<file path="config.mk">
export PLATFORM = sky130hd
export DESIGN_NAME = falcon_ntt_ctrl
export DESIGN_NICKNAME = d
export VERILOG_FILES = /design/src/rtl/falcon_ntt_ctrl.sv
export SDC_FILE = /design/constraint.sdc
export NUM_CORES = 1
export LEC_CHECK = 0
export BUFFER_PORTS_ARGS = -buffer_cell sky130_fd_sc_hd__buf_2
export CAP_MARGIN = 20
export CORE_ASPECT_RATIO = 1.2
export CORE_MARGIN = 3
export CORE_UTILIZATION = 45
export CTS_CLUSTER_SIZE = 20
export DETAILED_ROUTE_END_ITERATION = 8
export GPL_ROUTABILITY_DRIVEN = 0
export PLACE_DENSITY_LB_ADDON = 0.2
export SYNTH_ARGS = -nofsm -noshare
export SYNTH_HDL_FRONTEND = slang
export SYNTH_SLANG_ARGS = --single-unit
export TNS_END_PERCENT = 10
</file>
<file path="constraint.sdc">
create_clock -name clk -period 7.1 [get_ports clk]
set_input_delay 0.355 -clock clk [delete_from_list [all_inputs] [get_ports clk]]
set_output_delay 0.355 -clock clk [all_outputs]
set_load 0.02 [all_outputs]
</file>
<file path="src/rtl/falcon_ntt_ctrl.sv">
// falcon_ntt_ctrl
// Sequencer for the Falcon single-butterfly NTT datapath (q = 12289).
// Runs a forward NTT (Cooley-Tukey), inverse NTT (Gentleman-Sande) or
// point-wise multiply pass over a coefficient memory of N = 2^logn words.
// Each ISSUE cycle presents one butterfly's read addresses and twiddle
// address.  The matching write-back addresses come out of a D-deep shift
// line.  A DRAIN of D cycles between stages keeps a stage from reading
// words that the previous stage has not yet written.
//
// Optional feature macro: FALCON_PWM_EN
//   defined   : mode 2'b10 runs the point-wise multiply pass
//   undefined : mode 2'b10 is rejected with err, bf_pwm is tied 0
//
// Ports
//   clk, rst_n           clock (rising edge), async active-low reset
//   start, mode, logn    run request; sampled only while idle
//   busy, done, err      run status; done and err are one-cycle pulses
//   rd_en, rd_addr_a/b   issue strobe and coefficient read addresses
//   tw_addr, tw_inv      twiddle-ROM address and inverse-table select
//   bf_ct, bf_pwm        butterfly mode controls, held while busy
//   wr_en, wr_addr_a/b   write-back strobe and addresses (E and O)
module falcon_ntt_ctrl #(
  parameter int LOGN   = 10,
  parameter int RD_LAT = 1,
  parameter int CT_LAT = 4,
  parameter int GS_LAT = 5
) (
  input  logic            clk,
  input  logic            rst_n,
  input  logic            start,
  input  logic [1:0]      mode,
  input  logic [3:0]      logn,
  output logic            busy,
  output logic            done,
  output logic            err,
  output logic            rd_en,
  output logic [LOGN-1:0] rd_addr_a,
  output logic [LOGN-1:0] rd_addr_b,
  output logic [LOGN-1:0] tw_addr,
  output logic            tw_inv,
  output logic            bf_ct,
  output logic            bf_pwm,
  output logic            wr_en,
  output logic [LOGN-1:0] wr_addr_a,
  output logic [LOGN-1:0] wr_addr_b
);

  localparam int DMAX = RD_LAT + ((CT_LAT > GS_LAT) ? CT_LAT : GS_LAT);
  localparam int DCW  = $clog2(DMAX + 1);
  localparam int AW   = $clog2(DMAX);
`ifdef FALCON_PWM_EN
  localparam int CW = LOGN;      // PWM walks all N coefficients
`else
  localparam int CW = LOGN - 1;  // transforms only need N/2 issues
`endif
  localparam logic [LOGN-1:0] ONE = LOGN'(1);

  typedef enum logic [1:0] {S_IDLE, S_ISSUE, S_DRAIN, S_DONE} state_e;

  state_e         state_q, state_d;
  logic [1:0]     mode_q, mode_d;
  logic [3:0]     logn_q, logn_d;
  logic [3:0]     stage_q, stage_d;
  logic [CW-1:0]  cnt_q, cnt_d;
  logic [DCW-1:0] dcnt_q, dcnt_d;
  logic           err_q, err_d;

  logic            is_intt, is_pwm, mode_ok, logn_ok, last_issue;
  logic [DCW-1:0]  d_len;
  logic [AW-1:0]   tap;
  logic [3:0]      sh;
  logic [LOGN-1:0] cnt_ext, len, grp, a_addr, b_addr, tw, last_cnt;

  assign is_intt = (mode_q == 2'b01);
`ifdef FALCON_PWM_EN
  assign is_pwm  = (mode_q == 2'b10);
  assign mode_ok = (mode != 2'b11);
`else
  assign is_pwm  = 1'b0;
  assign mode_ok = ~mode[1];
`endif
  assign logn_ok = (logn != 4'd0) && (logn <= 4'(LOGN));
  assign d_len   = is_intt ? DCW'(RD_LAT + GS_LAT) : DCW'(RD_LAT + CT_LAT);
  assign tap     = AW'(d_len - DCW'(1));

  // sh = logn-1-s: log2 of the NTT half-span, and of the INTT twiddle base.
  assign sh      = logn_q - stage_q - 4'd1;
  assign cnt_ext = LOGN'(cnt_q);

  always_comb begin
    len    = '0;
    grp    = '0;
    a_addr = cnt_ext;
    b_addr = cnt_ext;
    tw     = cnt_ext;
    if (!is_pwm) begin
      if (is_intt) begin
        len = ONE << stage_q;
        grp = cnt_ext >> stage_q;
        tw  = (ONE << sh) + grp;
      end else begin
        len = ONE << sh;
        grp = cnt_ext >> sh;
        tw  = (ONE << stage_q) + grp;
      end
      // len is a power of two, so the group offset and j never overlap.
      a_addr = (grp << (4'd1 + ((is_intt) ? stage_q : sh))) | (cnt_ext & (len - ONE));
      b_addr = a_addr + len;
    end
  end

  assign last_cnt   = is_pwm ? ((ONE << logn_q) - ONE) : ((ONE << (logn_q - 4'd1)) - ONE);
  assign last_issue = (cnt_ext == last_cnt);

  always_comb begin
    state_d = state_q;
    mode_d  = mode_q;
    logn_d  = logn_q;
    stage_d = stage_q;
    cnt_d   = cnt_q;
    dcnt_d  = dcnt_q;
    err_d   = 1'b0;
    unique case (state_q)
      S_IDLE: begin
        if (start) begin
          if (mode_ok && logn_ok) begin
            state_d = S_ISSUE;
            mode_d  = mode;
            logn_d  = logn;
            stage_d = 4'd0;
            cnt_d   = '0;
          end else begin
            err_d = 1'b1;
          end
        end
      end
      S_ISSUE: begin
        cnt_d = cnt_q + CW'(1);
        if (last_issue) begin
          state_d = S_DRAIN;
          dcnt_d  = '0;
        end
      end
      S_DRAIN: begin
        dcnt_d = dcnt_q + DCW'(1);
        if (dcnt_q == d_len - DCW'(1)) begin
          if (is_pwm || (stage_q == logn_q - 4'd1)) begin
            state_d = S_DONE;
          end else begin
            state_d = S_ISSUE;
            stage_d = stage_q + 4'd1;
            cnt_d   = '0;
          end
        end
      end
      S_DONE:  state_d = S_IDLE;
      default: state_d = S_IDLE;
    endcase
  end

  always_ff @(posedge clk or negedge rst_n) begin
    if (!rst_n) begin
      state_q <= S_IDLE;
      mode_q  <= 2'b00;
      logn_q  <= 4'd0;
      stage_q <= 4'd0;
      cnt_q   <= '0;
      dcnt_q  <= '0;
      err_q   <= 1'b0;
    end else begin
      state_q <= state_d;
      mode_q  <= mode_d;
      logn_q  <= logn_d;
      stage_q <= stage_d;
      cnt_q   <= cnt_d;
      dcnt_q  <= dcnt_d;
      err_q   <= err_d;
    end
  end

  assign rd_en     = (state_q == S_ISSUE);
  assign busy      = (state_q == S_ISSUE) || (state_q == S_DRAIN);
  assign done      = (state_q == S_DONE);
  assign err       = err_q;
  assign rd_addr_a = rd_en ? a_addr : '0;
  assign rd_addr_b = rd_en ? b_addr : '0;
  assign tw_addr   = rd_en ? tw : '0;
  assign tw_inv    = busy && is_intt;
  assign bf_ct     = busy && !is_intt && !is_pwm;
`ifdef FALCON_PWM_EN
  assign bf_pwm    = busy && is_pwm;
`else
  assign bf_pwm    = 1'b0;
`endif

  // Write-back line: sized for the longer latency, tapped at D-1 so the
  // write strobe trails its issue by exactly D cycles in every mode.
  logic            line_vld_q [DMAX];
  logic [LOGN-1:0] line_a_q   [DMAX];
  logic [LOGN-1:0] line_b_q   [DMAX];

  generate
    for (genvar gi = 0; gi < DMAX; gi++) begin : g_line
      if (gi == 0) begin : g_head
        always_ff @(posedge clk or negedge rst_n) begin
          if (!rst_n) begin
            line_vld_q[0] <= 1'b0;
            line_a_q[0]   <= '0;
            line_b_q[0]   <= '0;
          end else begin
            line_vld_q[0] <= rd_en;
            line_a_q[0]   <= rd_addr_a;
            line_b_q[0]   <= rd_addr_b;
          end
        end
      end else begin : g_body
        always_ff @(posedge clk or negedge rst_n) begin
          if (!rst_n) begin
            line_vld_q[gi] <= 1'b0;
            line_a_q[gi]   <= '0;
            line_b_q[gi]   <= '0;
          end else begin
            line_vld_q[gi] <= line_vld_q[gi-1];
            line_a_q[gi]   <= line_a_q[gi-1];
            line_b_q[gi]   <= line_b_q[gi-1];
          end
        end
      end
    end
  endgenerate

  assign wr_en     = line_vld_q[tap];
  assign wr_addr_a = wr_en ? line_a_q[tap] : '0;
  assign wr_addr_b = wr_en ? line_b_q[tap] : '0;

endmodule

</file>
# Word level (Yosys, flattened, before mapping)
# Index checks and enable logic that the tools add are counted.
[classes]
n_addsub = 13
n_lt_le_gt_ge = 2
n_eq_ne = 12
n_shift = 6
n_mux = 40
bitwise_logic = 4
n_reduce_logical = 16
[op_table]
columns = ["operator", "n"]
rows = [
  ["2-to-1 mux 10 bit", 12],
  ["binary-select mux 10 bit (select 3 bit)", 2],
  ["2-to-1 mux 9 bit", 4],
  ["adder 10 bit", 3],
  ["<< shifter 1 x 4 -> 10 bit, first input constant", 3],
  ["one-hot mux 9 bit (3 select lines)", 1],
  ["2-to-1 mux 4 bit", 5],
  [">> shifter 9 x 4 -> 10 bit", 2],
  ["subtractor 10 x 1 -> 10 bit, second input constant", 2],
  ["2-to-1 mux 2 bit", 6],
  ["bitwise AND 9 x 10 -> 10 bit", 1],
  ["equality test 9 x 10 -> 1 bit", 1],
  ["bitwise OR 10 bit", 1],
  ["AND reduction 5 bit", 2],
  ["<< shifter 10 x 4 -> 10 bit", 1],
  ["adder 9 x 1 -> 9 bit, second input constant", 1],
  ["!= test 2 bit, second input constant", 4],
  ["one-hot mux 2 bit (4 select lines)", 1],
  ["one-hot mux 4 bit (2 select lines)", 1],
  ["subtractor 4 x 1 -> 4 bit, second input constant", 2],
  ["one-hot mux 3 bit (2 select lines)", 1],
  ["2-to-1 mux 1 bit", 5],
  ["adder 1 x 4 -> 4 bit, first input constant", 1],
  ["adder 4 x 1 -> 4 bit, second input constant", 1],
  ["other kinds (24)", 30],
]
[word_totals]
register_bits = 151
input_bits = 9
out_inout_bits = 58
wordCells = 118

# Longest topological paths before layout
[depth]
ltp_word = 9
depth_mapped = 24
depth_no_buf = 21

# Worst setup path before layout
# OpenSTA, ideal clock, no wires.
[synth_path]
path_type = "reg-to-output"
startpoint = "reg stage_q[0]"
endpoint = "out rd_addr_b[9]"
arrival_time_ps = 5569
t_required_ps = 6745
slack_ps = 1176
path_stages_with_launch = 25
n_path_buf = 6
cell_sequence = "dfrtp_1 -> buf_2 -> clkbuf_1 -> inv_1 -> ha_1 -> inv_1 -> fa_1 -> buf_2 -> clkbuf_1 -> buf_1 -> a21oi_1 -> ha_1 -> inv_1 -> clkbuf_1 -> o2111ai_1 -> o22ai_1 -> ha_1 -> a21o_1 -> a21oi_1 -> o211ai_1 -> o211a_1 -> a221o_1 -> o221ai_1 -> o31ai_1 -> mux2i_1"
[synth_via]
elab_chain_cells = 9
elab_cells_between_ends = 16
cone_classes = "5 x add/sub; 5 x shift; 4 x mux; 2 x bitwise"
[synth_lines]
columns = ["item", "line", "text"]
rows = [
  ["from (decl)", "63", "logic [3:0] stage_q, stage_d;"],
  ["from (signal assigned)", "174", "stage_q <= stage_d;"],
  ["subtractor 4 bit", "87", "assign sh = logn_q - stage_q - 4'd1;"],
  ["subtractor 4 x 1 -> 4 bit", "87", ""],
  ["<< shifter 1 x 4 -> 10 bit", "102", "len = ONE << sh;"],
  ["2-to-1 mux 10 bit", "97", "if (is_intt) begin"],
  ["subtractor 10 x 1 -> 10 bit", "107", "a_addr = (grp << (4'd1 + ((is_intt) ? stage_q : sh))) | (cnt_ext & (len - ONE));"],
  ["bitwise AND 9 x 10 -> 10 bit", "107", ""],
  ["bitwise OR 10 bit", "107", ""],
  ["adder 10 bit *", "108", "b_addr = a_addr + len;"],
  ["2-to-1 mux 10 bit *", "186", "assign rd_addr_b = rd_en ? b_addr : '0;"],
  ["to (decl)", "38", "output logic [LOGN-1:0] rd_addr_b,"],
]
# Every way passes the cells marked *; elsewhere a longest branch is shown, timed or not.

# Worst setup path in the final report
[layout_path]
startpoint = "reg stage_q[2]"
endpoint = "out rd_addr_b[9]"
# Same word-level chain as after synthesis.

==> results.yml <==
power_and_ir_drop:
  sequentialPowerShare: 0.210
  vdd_drop_max_mv: 0.2826
  pwr-share-clk: 0.170
  p_switching_mw: 2.716
  internal_power_mw: 2.674
  sw_frac_of_total: 0.5039
  power_density_mw_per_mm2: 529.2
  p_leak_nw: 4.890
  p_comb_frac: 0.620
sta:
  finalCritPeriodShare: 0.8987
  clock_skew_ns: 0.01630
  worst_slack_ns: 0.7192
  rsz0062_at_grt: "no"
  slew_viol_final: 0
  worst_pin_slew_ns: 1.016
  fmax_mhz: 156.7
  relSlewSlack: 0.3143
  whs_ns: 0.1537
  setup_viol: 0
  finalSetupTns_ns: 0
  min_period_ns: 6.381
  finalHoldViolCount: 0
synth:
  postSynth.asyncResetShare: 1.000
  synth_seq_cells: 151
  synth_edf_count: 0
  synth-seq-area-share: 0.4186
  yosysUniqueCellTypes: 79
  ys.flop_type: "dfrtp_1"
  synth_nets: 1015
  syn_inst: 955
  syn_avg_cell_area_sq_um: 9.453
  synth_warnings: 0
  synthesis.area_sq_mm: 0.009027
layout:
  area_growth_pct: 12.82
  n_fill_cell: 1793
  diodes: 0
  drive_gt1_frac: 0.1577
  final_common_cell: "dfrtp_1"
  finish.net_count: 1055
  final_cell_mix: "dfrtp_1, nand2_1, buf_2"
  design_area_sq_mm: 0.01018
clocking:
  clkTransAtPathRegs_ns: 0.08
  cts_sinks: 151
  cts_buffers: 17
  post_cts_buffers: 0
  cts_tree: "built"
  insertion_delay_ns: 0.44
  cts_hold_buf: 1
  htree_levels: 4
  clock-root-buffer: "clkbuf_16"
  cts_resized: 0
  cts_buffer_depth: 2
critical_path:
  crit_fanout: 13
  worstPathRequired_ns: 6.74
  worst_setup_path_start_kind: "flip-flop"
  critPathKind: "flip-flop to output port"
  arrival_ns: 6.03
  end_kind: "output port"
placed_design:
  dpl_cell_area_sq_mm: 0.009552
  io_buffers: 65
  hpwlAfterDp_mm: 16.97
  dp_slack_ns: 1.287
global_route:
  grt_overflow: 0
  grt_usage: 0.2262
  grt_max_degree: 81
  grt_antenna_before_repair: 0
  first_global_vias: 7147
  grt_pass1_wl_mm: 38.80
floorplanning:
  die_h_um: 161.2
  coreArea_sq_mm: 0.01962
  die_area_sq_mm: 0.02180
  floorplan.die.width_um: 135.3
  initial_utilization: 0.4601
  row_count: 56
  pin_count: 67
detailed_routing:
  viasPerCell: 5.722
  dr.pass1.iters: 5
  wire_per_inst_um: 18.95
  initialDrtViolationCount: 508
  routed_wl_mm: 24.04
  ant_nets: 0
  vias: 7261
  drcViolationCount: 0
flow_run:
  max_cap_viol_count: 0
min_path:
  hp-class: "input pin to flip-flop"
outcome:
  status: "finished, final reports clean"
## cells in the mapped netlist, drive strengths merged, types with 15 or more instances
master / number / area share
xnor2: 27 / 0.026
nand3: 28 / 0.016
nor2: 53 / 0.022
ha: 47 / 0.065
o21ai: 46 / 0.026
a21oi: 63 / 0.035
inv: 43 / 0.018
dfrtp: 151 / 0.42
nand2: 123 / 0.051
mux2i: 22 / 0.024
xor2: 15 / 0.015
and2: 21 / 0.015
clkbuf: 41 / 0.017
nor3: 29 / 0.016
buf: 19 / 0.011
mux2: 21 / 0.026
## power by group through the flow
stage	combinational (mW)	sequential (mW)	clock (mW)
finish	3.34	1.13	0.915
global route	3.65	1.16	0.973
floorplan	2.47	1.11	0
global placement	3.25	1.14	0
CTS	3.29	1.14	0.943
detailed placement	3.27	1.15	0
## kinds of logic after synthesis
family | count (synthesis) | synth area share
AOI/OAI and AO/OA | 221 | 0.1655
adders and majority gates | 54 | 0.07734
muxes | 52 | 0.07304
and+or+nand+nor | 329 | 0.1777
other | 1 | 0.0004154
xor gates and xnor gates | 42 | 0.04075
DFF | 151 | 0.4186
buffers and inverters | 105 | 0.04671
## layer usage
layer  global-route usage  wire, um  up-vias
li1                     -         -     3465
met1               0.2934     10200     3489
met2               0.3650     11490      241
met3              0.03583      1178       66
met4               0.1187      1175        0
met5                    0         0        -
## sequential cells by signal, indices dropped and copies added (netlist names)
signal / count
line_b_q: 60
line_a_q: 60
dcnt_q: 3
stage_q: 4
err: 1
line_vld_q: 6
logn_q: 4
cnt_q: 9
mode_q: 2
state_q: 2
## metrics by stage
step                power [mW]  utilization  std cells
finish                   5.389       0.5191       1269
global route             5.779       0.5191       1269
CTS                      5.374       0.5186       1268
detailed placement       4.421       0.4869       1235
global placement         4.396       0.4869       1235
floorplan                3.586            -        955
## final timing paths
kind | from | endpoint | slack [ns] | depth (start not counted)
max | stage_q[2] | rd_addr_b[9] | 0.72 | 20
max reg2reg | stage_q[2] | line_b_q[59] | 1.61 | 19
min reg2reg | line_vld_q[3] | line_vld_q[2] | 0.34 | 0
max in group asynchronous | rst_n | line_vld_q[5] | 5.23 | 3
min in group asynchronous | rst_n | line_a_q[9] | 0.51 | 2
min | mode[0] | mode_q[0] | 0.15 | 2
## area by class of cell
| cell class | count | area, sq um | share of cell area |
|---|---|---|---|
| sequential | 151 | 3779 | 0.3710 |
| clock inverter | 15 | 186.4 | 0.01830 |
| multi-input combinational | 699 | 4841 | 0.4753 |
| inverter | 45 | 168.9 | 0.01658 |
| tap | 261 | 326.6 | 0.03206 |
| timing repair buffer | 81 | 457.9 | 0.04496 |
| clock buffer | 17 | 425.4 | 0.04177 |
## critical path, cell delays in order (launching register included)
cell	delay, ns
dfrtp_1	0.61
inv_1	0.31
ha_1	0.31
a211oi_1	0.41
nor3_1	0.24
nor3_1	0.44
nand3_1	0.21
inv_1	0.12
a21boi_0	0.13
ha_1	0.34
o22ai_1	0.32
ha_1	0.30
a21o_1	0.15
a21oi_1	0.27
o211ai_1	0.14
o211a_1	0.19
a221o_1	0.25
o221ai_1	0.14
o31ai_1	0.20
mux2i_1	0.29
buf_2	0.22
Power figures use the tool's default switching activity.
